<file path="config.mk">
export PLATFORM = sky130hd
export DESIGN_NAME = vrased_reset_seq
export DESIGN_NICKNAME = d
export VERILOG_FILES = /design/src/rtl/vrased_pkg.sv /design/src/rtl/vrased_reset_seq.sv
export SDC_FILE = /design/constraint.sdc
export NUM_CORES = 1
export LEC_CHECK = 0
export BUFFER_PORTS_ARGS = -buffer_cell sky130_fd_sc_hd__buf_4
export CAP_MARGIN = 20
export CORE_MARGIN = 2
export CORE_UTILIZATION = 41
export CTS_BUF_LIST = sky130_fd_sc_hd__clkbuf_16
export DETAILED_ROUTE_END_ITERATION = 8
export PLACE_DENSITY_LB_ADDON = 0.25
export SLEW_MARGIN = 20
export SYNTH_ARGS = -nofsm -noshare
export SYNTH_HDL_FRONTEND = slang
export SYNTH_SLANG_ARGS = --single-unit
</file>
<file path="constraint.sdc">
create_clock -name clk -period 1.45 [get_ports clk]
set_input_delay 0.29 -clock clk [delete_from_list [all_inputs] [get_ports clk]]
set_output_delay 0.29 -clock clk [all_outputs]
set_load 0.1 [all_outputs]
</file>
<file path="src/rtl/vrased_pkg.sv">
// Shared definitions for the vrased monitor and its downstream reset sequencer.
// State encodings are plain localparams so other blocks and benches can compare against them.
package vrased_pkg;

    typedef logic [1:0] state_t;

    localparam state_t ST_IDLE = 2'd0;
    localparam state_t ST_WIPE = 2'd1;
    localparam state_t ST_HOLD = 2'd2;

    localparam int VIOL_CNT_W = 8;

    // Increment that sticks at all-ones instead of wrapping.
    function automatic logic [VIOL_CNT_W-1:0] sat_inc(input logic [VIOL_CNT_W-1:0] v);
        return (v == '1) ? v : v + VIOL_CNT_W'(1);
    endfunction

endpackage

</file>
<file path="src/rtl/vrased_reset_seq.sv">
// Secure reset sequencer: on power-on or a vrased violation, zero the protected RAM
// one word per cycle, hold the CPU in reset a few more cycles, then release it.
module vrased_reset_seq
    import vrased_pkg::*;
#(
    parameter int ADDR_WIDTH  = 8,
    parameter int DATA_WIDTH  = 37,
    parameter int HOLD_CYCLES = 4
) (
    input  logic                  clk,
    input  logic                  reset,
    input  logic                  viol_reset,
    output logic                  cpu_rst,
    output logic                  clr_ram,
    output logic                  mem_we,
    output logic [ADDR_WIDTH-1:0] mem_addr,
    output logic [DATA_WIDTH-1:0] mem_wdata,
    output logic                  busy,
    output logic                  wipe_done,
    output logic [VIOL_CNT_W-1:0] viol_count,
    output logic [1:0]            dbg_state
);

    localparam int HOLD_W = $clog2(HOLD_CYCLES + 1);
    localparam logic [ADDR_WIDTH-1:0] ADDR_LAST = '1;
    localparam logic [HOLD_W-1:0]     HOLD_LAST = HOLD_W'(HOLD_CYCLES - 1);

    state_t                  state_q;
    state_t                  state_d;
    logic [ADDR_WIDTH-1:0]   addr_q;
    logic [HOLD_W-1:0]       hold_q;
    logic [VIOL_CNT_W-1:0]   cnt_q;
    logic                    done_q;
    logic                    accept;

    // A violation is only taken outside WIPE: a running wipe already covers it.
    assign accept = viol_reset && ((state_q == ST_IDLE) || (state_q == ST_HOLD));

    // State register
    always_ff @(posedge clk) begin
        if (reset) begin
            state_q <= ST_WIPE;
        end else begin
            state_q <= state_d;
        end
    end

    // Next-state logic
    always_comb begin
        state_d = state_q;
        case (state_q)
            ST_IDLE: begin
                if (viol_reset) state_d = ST_WIPE;
            end
            ST_WIPE: begin
                if (addr_q == ADDR_LAST) state_d = ST_HOLD;
            end
            ST_HOLD: begin
                if (viol_reset)               state_d = ST_WIPE;
                else if (hold_q == HOLD_LAST) state_d = ST_IDLE;
            end
            default: state_d = ST_WIPE;
        endcase
    end

    // Address and hold counters sit at zero outside their own state, so every
    // entry into WIPE or HOLD starts from zero without an explicit load.
    always_ff @(posedge clk) begin
        if (reset) begin
            addr_q <= '0;
            hold_q <= '0;
        end else begin
            addr_q <= (state_q == ST_WIPE) ? addr_q + 1'b1 : '0;
            hold_q <= (state_q == ST_HOLD) ? hold_q + 1'b1 : '0;
        end
    end

    always_ff @(posedge clk) begin
        if (reset) begin
            cnt_q  <= '0;
            done_q <= 1'b0;
        end else begin
            done_q <= (state_q == ST_HOLD) && (state_d == ST_IDLE);
            if (accept) cnt_q <= sat_inc(cnt_q);
        end
    end

    // Moore outputs
    always_comb begin
        cpu_rst    = 1'b0;
        clr_ram    = 1'b0;
        mem_we     = 1'b0;
        mem_addr   = '0;
        mem_wdata  = '0;
        busy       = 1'b0;
        wipe_done  = done_q;
        viol_count = cnt_q;
        dbg_state  = state_q;
        case (state_q)
            ST_WIPE: begin
                cpu_rst  = 1'b1;
                clr_ram  = 1'b1;
                mem_we   = 1'b1;
                mem_addr = addr_q;
                busy     = 1'b1;
            end
            ST_HOLD: begin
                cpu_rst = 1'b1;
                busy    = 1'b1;
            end
            ST_IDLE: begin
                cpu_rst = 1'b0;
            end
            default: begin
                cpu_rst = 1'b1;
                busy    = 1'b1;
            end
        endcase
    end

endmodule

</file>
# Word-level counts from Yosys, hierarchy flattened
# Cells that the tools add are included.
# totals
ff_bits	22
word_cells	32
out_inout_bits	60
in_bits	3
# op_classes
n_mux	8
n_reduce_logical	8
addsub	3
n_bitwise	3
n_eq_ne	5
# ops
operator	count
$add A8 B1 Y8 const B	2
$eq A8 B8 Y1 const B	2
$mux W2	4
$mux W8	1
$pmux W2 S3	1
$logic_not A2 Y1	2
$reduce_or A2 Y1	2
$add A3 B1 Y3 const B	1
$eq A3 B2 Y1 const B	1
$not A1 Y1	3
$eq A2 B1 Y1 const B	1
$eq A2 B2 Y1 const B	1
$logic_and A1 B1 Y1	2
$mux W1	2
$reduce_and A2 Y1	1
$logic_or A1 B1 Y1	1

# Longest topological paths before layout
# logic_depth
word_depth	6
depth_mapped	6
depth_no_buf	5

# Least setup slack after synthesis
# OpenSTA, ideal clock, no wires.
# synth_path
path_kind	reg-to-reg
startpoint	reg state_q[0] (netlist: dbg_state[0])
endpoint	reg state_q[0] (netlist: dbg_state[0])
arrival_ns	2.974
slack_ns	-1.638
n_path_buf	1
setup_time_ns	0.114
stages_incl_launch_ff	6
required_ns	1.336
period_less_slack_ns	3.088
path_cell_list	dfxtp_1 -> nor2b_1 -> buf_2 -> and2_1 -> nand3_1 -> a21o_1
# synth_between
elab_chain_cells	3
elab_cells_between_ends	8
classes_between	eq/ne (2); mux (5); reduce/logical (1)
# synth_rtl
item	line	rtl
start, declared	vrased_reset_seq.sv:28	state_t state_q;
start signal, assigned	vrased_reset_seq.sv:44	state_q <= state_d;
$mux W2	vrased_reset_seq.sv:60	else if (hold_q == HOLD_LAST) state_d = ST_IDLE;
$mux W2	vrased_reset_seq.sv:59	if (viol_reset) state_d = ST_WIPE;
$pmux W2 S3 (*)	vrased_reset_seq.sv:51	case (state_q)
# Every way passes the cells marked *; elsewhere a longest branch is shown, timed or not.
# A chain may end at the register's enable or synchronous reset.

# Worst setup path after layout
# layout_path
startpoint	reg state_q[0] (netlist: dbg_state[0])
endpoint	out mem_addr[6]
# layout_between
elab_chain_cells	2
# layout_rtl
item	line	rtl
$eq A2 B1 Y1	vrased_reset_seq.sv:99	case (state_q)
$mux W8	vrased_reset_seq.sv:99	
end, declared	vrased_reset_seq.sv:16	output logic [ADDR_WIDTH-1:0] mem_addr,
# No other way between the ends.

==> reports/metrics.csv <==
metric;value;unit
gr-total-overflow;0;
place.gp.congestion;0.772;
switching_power;701;uW
synthSimpleGateAreaFrac;0.224;
die_h;60.0;um
cp_data_arrival_time;1190;ps
area_growth;35.1;%
grt_pass1_wl;3.66;mm
setup_tns;-142;ps
hpwl;1.61;mm
period_needed;1480;ps
rrSetupSlack;40;ps
track_usage;0.135;
ys.warnings.count;0;
placed_area;1450;um^2
synth_edf_count;0;
synth.top_cell.area_share;0.342;
min_from;viol_reset;
yosys_register_bits;22;
nNetsFinal;187;
setup_ws;-31.7;ps
cts.sinks;22;
cts.clk_slew.worst_paths;50;ps
worst_setup_path_start_kind;flop;
required;1160;ps
diodes;0;
holdBufCountCts;0;
p_comb_frac;0.317;
rr_worst_depth;5;
viasPerCell;4.41;
cap_viol_max_count;0;
setup_viol;8;
initialDrtViolationCount;31;
critical_path.reg2reg.startpoint;dbg_state[0]$_SDFF_PP1_;
avgSynthCellArea;8.76;um^2
h-tree-depth;1;
tritoncts;built;
clk_path_buf_depth;2;
p_int;1010;uW
synthTopCellsByArea;dfxtp_1, buf_4, nor2_1, and2_1, ha_1;
hold_class;in2reg;
crit_cells;3;
rsz0062_at_grt;yes;
seqCellArea;479;um^2
crit_slowest_cell;dfxtp_4;
synth_common_cells;buf_4, dfxtp_1, nor2_1;
synthMuxAreaShare;0.00777;
clk_latency;250;ps
r2r-end;viol_count[7]$_SDFFE_PP0P_;
status;complete, but fails checks;
ant_nets;0;
finalCritPeriodShare;1.02;
port_buffers;25;
start_util;0.425;
ys_types;36;
p_leak;0.000771;uW
core;3030;um^2
layout-drive-gt1-share;0.399;
worstSetupEndpointType;output pin;
hold_viol_final;0;
violations;setup timing;
ioPinCount;63;
critPathMaxStageDelay;360;ps
synthFlopType;dfxtp_1;
ir_drop;0.000785;V
cts_root_buf;clkbuf_16;
power_frac_seq;0.351;
path_cells;nor2b_4 > and2_4 > buf_12;
fillers;264;
cts_buffers;3;
dieArea;3600;um^2
critPathKind;reg2out;
cp_max_fo;6;
multi_input_area;742;um^2
async_flop_share;0;
yosysSeqAreaShare;0.342;
switching_share;0.411;
grt_pass1_vias;799;
die_x;60.0;um
synth_top_area_cell;dfxtp_1;
timing.fmax;675;MHz
hold_end;wipe_done$_SDFF_PP0_;
path_buf_inv;1;
synth_top_family_by_area;buffers and inverters;
drc;0;
netlist_instances;147;
row_count;20;
first_pass_iters;4;
synth_fa_ha_area_frac;0.0389;
critical_path.top_delay_family;simple AND/OR/NAND/NOR gates;
yosys.area_share.xor_xnor;0.0544;
antenna_found_initial;0;
post_drt_wl_per_cell;10.9;um
synth_compound_gate_area_share;0.0729;
syn-cell-area;1290;um^2
holdPathStages;2;
clock_skew;1.02;ps
grt_max_degree;13;
power_density;981;nW/um^2
pwr-share-clk;0.332;
slew_viol_final;0;
synth_most_common_cell;buf_4;
totalWireLength;2.42;mm
vias;979;
postLayoutCellArea;1740;um^2
[state kept, by name, summed over array words and instances (netlist names)]
| signal | count |
|---|---|
| wipe_done | 1 |
| viol_count | 8 |
| dbg_state | 2 |
| hold_q | 3 |
| addr_q | 8 |
[per-stage QoR]
stage | hold WS [ps] | cells | util | setup WS [ps] | power [uW]
floorplan | 366 | 183 | - | -264 | 1190
global placement | 405 | 211 | 0.480 | -3.46 | 1130
detailed placement | 427 | 211 | 0.480 | -41.3 | 1130
CTS | 235 | 218 | 0.564 | -17.7 | 1730
global route | 256 | 222 | 0.574 | -78.5 | 1770
finish | 242 | 222 | 0.574 | -31.7 | 1710
[metal layers]
metal	vias up	wire, um	track usage
met5	-	0	0
met4	0	15	0.0381
met3	2	121	0.0390
met2	37	1250	0.231
met1	466	1040	0.164
li1	474	-	-
[worst register-to-register path, stage by stage, from the launching register on]
cell	delay, ps
dfxtp_4	350
buf_4	150
nor2b_4	130
o21ai_4	90
or4_1	480
a21oi_1	140
[worst max path at each step]
stage	start	to	slack [ps]
floorplan	dbg_state[0]$_SDFF_PP1_	dbg_state[0]$_SDFF_PP1_	-260
global placement	hold_q[0]$_SDFF_PP0_	dbg_state[1]$_SDFF_PP0_	-3
detailed placement	hold_q[0]$_SDFF_PP0_	dbg_state[1]$_SDFF_PP0_	-40
CTS	dbg_state[0]$_SDFF_PP1_	mem_addr[6]	-20
global route	dbg_state[0]$_SDFF_PP1_	mem_addr[6]	-80
finish	dbg_state[0]$_SDFF_PP1_	mem_addr[6]	-30
[cells by family after synthesis]
kind of cell | count (synthesis)
simple gates | 50
buf+inv | 47
flops | 22
compound gates | 14
xor+xnor | 8
fa+ha+maj | 4
other cells | 1
mux | 1
[cells in the final DEF (no fill, tap or decap), types with 2 or more instances in the layout]
master,n
ha_2,2
a21oi_1,5
xor2_1,4
nand3_2,2
or4_1,3
nand2_1,3
nand3_1,4
nor2b_4,3
conb_1,37
inv_1,4
buf_4,23
dfxtp_4,10
nor2_1,15
buf_12,10
o31ai_1,3
dfxtp_1,11
and3_1,3
xnor2_1,4
and2_4,8
clkbuf_16,3
[timing repair]
item	in CTS	in global routing
buffers inserted	3	3
gates resized for setup	36	0
setup endpoints to repair	14	14
pin swaps	7	6
gates cloned	1	1
[power groups by stage]
stage | clock [uW] | sequential (uW) | combinational (uW)
2_1_floorplan | 0 | 611 | 575
3_3_place_gp | 0 | 612 | 515
3_5_place_dp | 0 | 613 | 516
4_1_cts | 589 | 599 | 538
5_1_grt | 615 | 600 | 554
6_report | 567 | 599 | 540
[layout make-up]
cell class,instances,area share
clock buffers,3,0.0432
flip-flops and latches,22,0.276
multi-input cells,116,0.427
repair buffers,33,0.214
inverters,4,0.00863
well taps,44,0.0317
(Power assumes the default switching activity.)
